<file path="src/rtl/bsg_upstream_link_serializer_if.sv">
// Core-side handshake and channel-side bus of the upstream link serializer.
// Valid/ready: a word transfers in any cycle where core_valid_in & core_ready_out; ready never depends on valid.
interface bsg_upstream_link_serializer_if #(
    parameter int CORE_W = 64,
    parameter int CH_NUM = 2,
    parameter int CH_W   = 8
);
    logic [CORE_W-1:0]      core_data_in;
    logic                   core_valid_in;
    logic                   core_ready_out;
    logic                   io_token;
    logic                   io_valid_out;
    logic [CH_NUM*CH_W-1:0] io_data_out;
    logic [CH_NUM-1:0]      io_parity_out;

    modport master (
        output core_data_in, core_valid_in, io_token,
        input  core_ready_out, io_valid_out, io_data_out, io_parity_out
    );

    modport slave (
        input  core_data_in, core_valid_in, io_token,
        output core_ready_out, io_valid_out, io_data_out, io_parity_out
    );
endinterface

</file>
<file path="src/rtl/bsg_upstream_link_serializer.sv">
// Credit-flow-controlled serializer: one core word out as BEATS beats over CH_NUM channels.
// Optional per-channel even parity is enabled by defining BSG_UPSTREAM_LINK_PARITY_EN.
module bsg_upstream_link_serializer #(
    parameter  int CORE_W  = 64,
    parameter  int CH_NUM  = 2,
    parameter  int CH_W    = 8,
    parameter  int CREDITS = 16,
    localparam int BEAT_W  = CH_NUM * CH_W,
    localparam int BEATS   = CORE_W / BEAT_W,
    localparam int SENT_W  = $clog2(BEATS),
    localparam int CRED_W  = $clog2(CREDITS + 1)
) (
    input  logic              clk,
    input  logic              rst,
    bsg_upstream_link_serializer_if.slave link,
    output logic [SENT_W-1:0] sent_cnt,
    output logic [6:0]        finish_cnt,
    output logic [CRED_W-1:0] credit_cnt,
    output logic              credit_overflow,
    output logic              fsm_state
);

    if ((CORE_W % BEAT_W) != 0 || BEATS < 2) begin : g_bad_cfg
        $error("CORE_W must be a multiple of CH_NUM*CH_W with at least two beats");
    end

    typedef enum logic {
        IDLE = 1'b0,
        SEND = 1'b1
    } state_t;

    state_t state, state_next;

    logic              last_beat;
    logic              accept;
    logic              load;
    logic [CORE_W-1:0] shreg, shreg_next;
    logic [BEAT_W-1:0] beat_next;
    logic              valid_q;
    logic [BEAT_W-1:0] data_q;

    assign last_beat           = (state == SEND) && (sent_cnt == SENT_W'(BEATS - 1));
    assign link.core_ready_out = (credit_cnt != '0) && ((state == IDLE) || last_beat);
    assign accept              = link.core_valid_in && link.core_ready_out;
    assign load                = accept || ((state == SEND) && !last_beat);
    assign link.io_valid_out   = valid_q;
    assign link.io_data_out    = data_q;
    assign fsm_state           = state;

    // shreg keeps the not-yet-sent beats of the current word, lowest beat at the bottom.
    always_comb begin
        state_next = state;
        beat_next  = shreg[BEAT_W-1:0];
        shreg_next = shreg >> BEAT_W;
        if (accept) begin
            state_next = SEND;
            beat_next  = link.core_data_in[BEAT_W-1:0];
            shreg_next = link.core_data_in >> BEAT_W;
        end else if (last_beat) begin
            state_next = IDLE;
        end
    end

    always_ff @(posedge clk) begin
        if (rst) state <= IDLE;
        else     state <= state_next;
    end

    always_ff @(posedge clk) begin
        if (rst) begin
            shreg      <= '0;
            valid_q    <= 1'b0;
            data_q     <= '0;
            sent_cnt   <= '0;
            finish_cnt <= '0;
        end else begin
            if (accept || (state == SEND)) shreg <= shreg_next;
            if (load) begin
                valid_q <= 1'b1;
                data_q  <= beat_next;
            end else if (last_beat) begin
                valid_q <= 1'b0;
            end
            if (accept || last_beat)  sent_cnt <= '0;
            else if (state == SEND)   sent_cnt <= sent_cnt + SENT_W'(1);
            if (last_beat) finish_cnt <= finish_cnt + 7'd1;
        end
    end

    // A token with the pool already full is lost; remember that it happened.
    always_ff @(posedge clk) begin
        if (rst) begin
            credit_cnt      <= CRED_W'(CREDITS);
            credit_overflow <= 1'b0;
        end else begin
            case ({accept, link.io_token})
                2'b10: credit_cnt <= credit_cnt - CRED_W'(1);
                2'b01: begin
                    if (credit_cnt == CRED_W'(CREDITS)) credit_overflow <= 1'b1;
                    else                                credit_cnt <= credit_cnt + CRED_W'(1);
                end
                default: ;
            endcase
        end
    end

`ifdef BSG_UPSTREAM_LINK_PARITY_EN
    logic [CH_NUM-1:0] par_q, par_next;

    always_comb begin
        par_next = '0;
        for (int c = 0; c < CH_NUM; c++) par_next[c] = ^beat_next[c*CH_W +: CH_W];
    end

    always_ff @(posedge clk) begin
        if (rst)       par_q <= '0;
        else if (load) par_q <= par_next;
    end

    assign link.io_parity_out = par_q;
`else
    assign link.io_parity_out = '0;
`endif

endmodule

</file>
<file path="src/flat_wrapper.sv">
// flat-port wrapper written by rule: the top's interface ports become plain ports
module bsg_upstream_link_serializer_flat 
#(
    parameter  int CORE_W  = 64,
    parameter  int CH_NUM  = 2,
    parameter  int CH_W    = 8,
    parameter  int CREDITS = 16,
    localparam int BEAT_W  = CH_NUM * CH_W,
    localparam int BEATS   = CORE_W / BEAT_W,
    localparam int SENT_W  = $clog2(BEATS),
    localparam int CRED_W  = $clog2(CREDITS + 1)
)
  (clk, rst, sent_cnt, finish_cnt, credit_cnt, credit_overflow, fsm_state, link_core_data_in, link_core_valid_in, link_io_token, link_core_ready_out, link_io_valid_out, link_io_data_out, link_io_parity_out);
  bsg_upstream_link_serializer_if #(.CORE_W(CORE_W), .CH_NUM(CH_NUM), .CH_W(CH_W)) link_i ();
  input  logic clk;
  input  logic rst;
  output logic [SENT_W-1:0] sent_cnt;
  output logic [6:0] finish_cnt;
  output logic [CRED_W-1:0] credit_cnt;
  output logic credit_overflow;
  output logic fsm_state;
  input wire logic [$bits(link_i.core_data_in)-1:0] link_core_data_in;
  input wire logic [$bits(link_i.core_valid_in)-1:0] link_core_valid_in;
  input wire logic [$bits(link_i.io_token)-1:0] link_io_token;
  output wire logic [$bits(link_i.core_ready_out)-1:0] link_core_ready_out;
  output wire logic [$bits(link_i.io_valid_out)-1:0] link_io_valid_out;
  output wire logic [$bits(link_i.io_data_out)-1:0] link_io_data_out;
  output wire logic [$bits(link_i.io_parity_out)-1:0] link_io_parity_out;
  assign link_i.core_data_in = link_core_data_in;
  assign link_i.core_valid_in = link_core_valid_in;
  assign link_i.io_token = link_io_token;
  assign link_core_ready_out = link_i.core_ready_out;
  assign link_io_valid_out = link_i.io_valid_out;
  assign link_io_data_out = link_i.io_data_out;
  assign link_io_parity_out = link_i.io_parity_out;
  bsg_upstream_link_serializer #(.CORE_W(CORE_W), .CH_NUM(CH_NUM), .CH_W(CH_W), .CREDITS(CREDITS)) u_core (.clk(clk), .rst(rst), .link(link_i), .sent_cnt(sent_cnt), .finish_cnt(finish_cnt), .credit_cnt(credit_cnt), .credit_overflow(credit_overflow), .fsm_state(fsm_state));
endmodule
</file>
<file path="config.mk">
export PLATFORM = sky130hd
export DESIGN_NAME = bsg_upstream_link_serializer_flat
export DESIGN_NICKNAME = d
export VERILOG_FILES = /design/src/rtl/bsg_upstream_link_serializer_if.sv /design/src/rtl/bsg_upstream_link_serializer.sv /design/src/flat_wrapper.sv
export SDC_FILE = /design/constraint.sdc
export NUM_CORES = 1
export LEC_CHECK = 0
export ABC_CLOCK_PERIOD_IN_PS = 2800
export CORE_ASPECT_RATIO = 1.25
export CORE_MARGIN = 4
export CORE_UTILIZATION = 44
export DETAILED_ROUTE_END_ITERATION = 6
export HOLD_SLACK_MARGIN = 0.15
export PLACE_DENSITY = 0.77
export RECOVER_POWER = 50
export SLEW_MARGIN = 10
export SYNTH_ARGS = -nofsm -noshare
export SYNTH_HDL_FRONTEND = slang
export SYNTH_SLANG_ARGS = --single-unit
</file>
<file path="constraint.sdc">
create_clock -name clk -period 2.8 [get_ports clk]
set_input_delay 0.56 -clock clk [delete_from_list [all_inputs] [get_ports clk]]
set_output_delay 0.56 -clock clk [all_outputs]
set_load 0.05 [all_outputs]
</file>
**Word level (Yosys, flattened, before mapping)**

Index checks and enable logic that the tools add are counted.

- Flip-flop bits (word level): 97
- Bits in latches: 0
- Bits in writable memories: 0
- ROM bits: 0
- Bits of input ports: 68
- Logic and storage cells: 41
- Memories: 0

- Add/subtract/negate cells: 4
- $mul: 0
- Div/mod/pow operators: 0
- Magnitude comparators: 0
- Equal/unequal tests: 5
- Shift operators: 0
- Mux-type cells: 7
- Bitwise gates (word level): 1
- Reduce and logical (&&, ||, !) cells: 16

Operators with widths:

| cell | count |
|---|---|
| 48-bit 2-to-1 mux | 1 |
| 16-bit 2-to-1 mux | 1 |
| 5-bit case mux with 2 select lines | 1 |
| 7-bit by 1-bit adder with 7-bit output, second input constant | 1 |
| 2-bit nonzero test | 3 |
| 5-bit by 1-bit adder with 5-bit output, second input constant | 1 |
| 5-bit == test, second input constant | 1 |
| 5-bit 2-to-1 mux | 1 |
| 5-bit nonzero test | 1 |
| 5-bit by 1-bit subtractor with 5-bit output, second input constant | 1 |
| 2-bit == test, second input constant | 2 |
| 1-bit logical AND | 4 |
| 1-bit logical OR | 4 |
| 2-bit AND reduction | 2 |
| 1-bit 2-to-1 mux | 3 |
| 2-bit by 1-bit adder with 2-bit output, second input constant | 1 |
| 2-bit by 1-bit == test with 1-bit output, second input constant | 1 |
| 2-bit != test, second input constant | 1 |
| 2-bit OR reduction | 1 |
| 1-bit logical NOT | 1 |
| 1-bit inverter | 1 |

**Longest topological paths before layout**

- Depth after elaboration: 8
- Gate-level depth with buffers: 12

**Worst setup path after synthesis**

Ideal clock, no wire load.

- Path type: reg-to-reg
- Start: register u_core.credit_cnt[2]
- End: register u_core.credit_cnt[4]
- Arrival: 3053 ps
- Data required time: 2721 ps
- Path slack: -332 ps
- Cell stages (with the launch flop): 11
- Clock period less this slack: 3132 ps
- Cells stage by stage: dfxtp_1 -> or4_1 -> buf_2 -> o211ai_4 -> buf_4 -> nand2_1 -> ha_1 -> or2_2 -> o21a_1 -> o32a_1 -> o211ai_1

- Word-level cells in the longest chain between the ends: 6
- Elaborated cells between the ends (all ways): 13

Ends and longest elaborated chain:

| item | line | source |
|---|---|---|
| from (decl) | bsg_upstream_link_serializer.sv:18 | `output logic [CRED_W-1:0] credit_cnt,` |
| from (signal assigned) | bsg_upstream_link_serializer.sv:93 | `credit_cnt <= CRED_W'(CREDITS);` |
| from (signal assigned) | bsg_upstream_link_serializer.sv:97 | `2'b10: credit_cnt <= credit_cnt - CRED_W'(1);` |
| from (signal assigned) | bsg_upstream_link_serializer.sv:100 | `else credit_cnt <= credit_cnt + CRED_W'(1);` |
| parallel branches: the longest is 6 deep, another holds 5-bit by 1-bit adder with 5-bit output | -- |  |

Several ways; the timed one is not identified. The select of a mux whose other input is x is not followed.
A chain may end at the register's enable or synchronous reset.

**Final worst setup path**

- Start: register u_core.credit_cnt[3]
- End: register u_core.data_q[9], in the netlist u_core.link.io_data_out[9]

- Word-level cells in the longest chain between the ends: 4
- Elaborated cells between the ends (all ways): 5

Ends and longest elaborated chain:

| item | line | source |
|---|---|---|
| 5-bit nonzero test * | bsg_upstream_link_serializer.sv:43 | `assign link.core_ready_out = (credit_cnt != '0) && ((state == IDLE) \|\| last_beat);` |
| 1-bit logical AND * | bsg_upstream_link_serializer.sv:43 |  |
| 1-bit logical AND * | bsg_upstream_link_serializer.sv:44 | `assign accept = link.core_valid_in && link.core_ready_out;` |
| 16-bit 2-to-1 mux / 1-bit logical OR (equally long branches) | bsg_upstream_link_serializer.sv:55, bsg_upstream_link_serializer.sv:45 |  |
| to (signal assigned) | bsg_upstream_link_serializer.sv:80 | `data_q <= beat_next;` |
| to (decl) | bsg_upstream_link_serializer.sv:40 | `logic [BEAT_W-1:0] data_q;` |

Every way passes the cells marked *; elsewhere a longest branch is shown, timed or not.

==> flow_summary_export.csv <==
group,metric,value,unit
pwr,power_density,715,nW/µm²
sta,relSlewSlack,11.0,%
yosys,netlist_top_cells_area,"dfxtp_1 (42%), a211oi_2 (10%), mux2i_1 (8.8%), a21oi_1 (5.3%), nor2_1 (4.3%)",
clock_tree,clk_pin_slew,0.08,ns
critical_path,cp_slowest_cell,"o21ai_0",
finish,multi_input_area,2050,µm²
critical_path,path_class,"reg -> reg",
critical_path,path_buf_inv,1,
critical_path,crit_path_end_kind,"flop",
drt,vias_per_cell,5.36,
place,dp_hpwl,6650,µm
clock_tree,cts_setup_buffers,0,
yosys,synthFlopType,"dfxtp_1",
yosys,async_reset_ff_share,0,%
drt,wirelength,9440,µm
critical_path,critical_path.cell_chain,"or4_4 -> o21ai_0 -> buf_4 -> nand3_1 -> a21oi_1",
global_route,grt_pass1_vias,3188,
die,dieArea,10300,µm²
clock_tree,ctsHtreeMaxLevel,3,
finish,fillers,734,
drt,ant_nets,0,
clock_tree,cts_tree,"done",
clock_tree,cts.sink_count,81,
critical_path,worstPathArrival,2.80,ns
die,initial_utilization,45.9,%
finish,syn2layout_area_growth,32.9,%
drt,route.detailed.drc,0,
drt,vias,3303,
die,die_w,91.7,µm
place,gp_congestion,0.896,
place,dp_cells,602,
yosys,synth_top_area_share,42.1,%
finish,seq_area,1630,µm²
global_route,grt_pass1_wl,15000,µm
die,die_y,113,µm
global_route,grt_usage,18.2,%
yosys,ys_warn_count,0,
sta,setup_violations,0,
pwr,power.leakage,1.91,nW
sta,max_freq,395,MHz
yosys,synth_edf_count,0,
critical_path,crit_family,"compound AO/OA/AOI/OAI gates",
place,portBuffers,101,
sta,fin_skew,0.00879,ns
global_route,grt_max_degree,81,
finish,antenna_cells,0,
finish,drive_gt1_share,14.4,%
clock_tree,cts.path.max_buffers,2,
sta,rsz0062_at_grt,"no",
global_route,grt_overflow,0,
clock_tree,hold_buffers,0,
sta,hold_violations,0,
finish,final_cell_count_no_fill,616,
drt,wl_per_cell,15.3,µm
sta,final.min_clock_period,2.53,ns
drt,drtIter0Drc,188,
sta,fin_hold_ws,0.463,ns
yosys,synth_cell_types,42,
yosys,yosysSeqAreaShare,42.1,%
yosys,yosysTopAreaCell,"dfxtp_1",
clock_tree,cts_resized,0,
global_route,antenna_found_initial,0,
sta,finalMaxSlewViolations,0,
critical_path,cp_max_fo,10,
critical_path,setup.worst_path.start_class,"flop",
status,status,"finished, final reports clean",
flow_run,maxCapViolCount,0,
die,fp.coreArea,8380,µm²
yosys,syn_inst,411,
die,design.portCount,104,
clock_tree,cts_made_buffers,9,
pwr,ir_worst_vdd,327,µV
clock_tree,clock_latency,0.35,ns
yosys,synth_area,3850,µm²
yosys,synth_seq_cells,81,
yosys,avgSynthCellArea,9.36,µm²
clock_tree,clock-root-buffer,"clkbuf_8",
critical_path,crit_required,3.07,ns
sta,post-route-period-util,90.4,%
hold_path,hp-class,"reg -> reg",
sta,setup_tns,0,ns
finish,nets,570,
critical_path,critPathMaxStageDelay,0.95,ns
drt,first_pass_iters,4,
sta,max_slew.worst_pin.slew,1.34,ns
die,row_count,37,
-- final timing paths --
kind	slack (ns)	from	endpoint	cells after the start
max	0.27	u_core.credit_cnt[3]$_SDFFE_PP0P_	u_core.link.io_data_out[9]$_SDFFE_PP0P_	5
min	0.46	u_core.link.io_data_out[11]$_SDFFE_PP0P_	u_core.link.io_data_out[11]$_SDFFE_PP0P_	2
max reg2reg	0.27	u_core.credit_cnt[3]$_SDFFE_PP0P_	u_core.link.io_data_out[9]$_SDFFE_PP0P_	5
min reg2reg	0.46	u_core.link.io_data_out[11]$_SDFFE_PP0P_	u_core.link.io_data_out[11]$_SDFFE_PP0P_	2
-- power by group --
part	switching [W]	internal (W)	leakage, nW
clock	0.000388	0.000426	0.0956
sequential	0.000138	0.00132	0.669
combinational	0.000806	0.000574	1.14
-- registers in the layout, indices dropped and copies added (netlist names) --
register                  flops
u_core.shreg                 48
u_core.link.io_data_out      16
u_core.finish_cnt             7
u_core.credit_cnt             5
u_core.sent_cnt               2
u_core.credit_overflow        1
u_core.fsm_state              1
u_core.link.io_valid_out      1
-- cells in the final DEF (no fill, tap or decap), drive strengths merged, types with 2 or more instances in the layout --
cell / count
a22oi: 16
nand3: 20
nor2: 44
nand2: 23
mux2i: 34
a31oi: 4
ha: 5
clkdlybuf4s50: 70
conb: 2
inv: 7
nor3: 3
o211ai: 2
nand2b: 3
or2: 2
o21ai: 7
dfxtp: 81
xor2: 3
buf: 10
a21oi: 41
o21bai: 2
clkbuf: 14
nand4: 5
dlygate4sd3: 29
and2: 2
nand3b: 16
o221ai: 2
nor2b: 3
a211oi: 34
xnor2: 3
-- cell families after synthesis --
family | share of synthesized area (%)
flops | 42.1
xor+xnor | 1.37
other cells | 0.0974
fa+ha+maj | 2.15
mux | 9.14
buf+inv | 5.98
simple gates | 16.2
compound gates | 23.0
-- layer usage --
layer	up-vias	global-route usage, %	part of all wire (%)
li1	1639	-	-
met1	1554	21.2	42
met2	96	32.3	51
met3	14	2.48	4.7
met4	0	9.36	2.4
met5	-	0	0
-- tightest hold or removal path, cell delays in order (launching register included) --
cell and delay (ns):
dfxtp_1 0.31, nand3_1 0.06, a21oi_1 0.05
-- area by class of cell --
type / count / area share, %
clock inverter: 3 / 0.807
timing repair buffer: 112 / 21.1
tap: 117 / 2.86
inverter: 6 / 0.440
clock buffer: 11 / 2.76
sequential: 81 / 32.0
multi-input combinational: 286 / 40.1
-- per-stage QoR --
step,worst slack [ns],utilization [%],cell area [µm²],total power (W)
finish,0.270,61.0,5110,0.00366
global route,0.126,61.0,5110,0.00386
CTS,0.287,61.2,5130,0.00371
detailed placement,0.214,59.0,4940,0.00289
global placement,0.318,59.0,4940,0.00285
floorplan,-0.0122,-,3920,0.00251
-- cell usage after synthesis, types with 2 or more instances --
| library cell | instances |
|---|---|
| dfxtp_1 | 81 |
| nor2_1 | 44 |
| a21oi_1 | 41 |
| mux2i_1 | 34 |
| a211oi_2 | 32 |
| clkbuf_1 | 25 |
| nand2_1 | 23 |
| nand3_1 | 20 |
| a22oi_1 | 16 |
| nand3b_1 | 16 |
| inv_1 | 6 |
| o21ai_0 | 6 |
| buf_4 | 5 |
| buf_6 | 5 |
| ha_1 | 5 |
| nand4_1 | 5 |
| a31oi_1 | 4 |
| buf_2 | 4 |
| nand2b_1 | 3 |
| nor2b_1 | 3 |
| nor3_1 | 3 |
| xnor2_1 | 3 |
| xor2_1 | 3 |
| a211oi_1 | 2 |
| and2_1 | 2 |
| o21bai_1 | 2 |
| o221ai_1 | 2 |
| or2_2 | 2 |
Power figures use the tool's default switching activity.
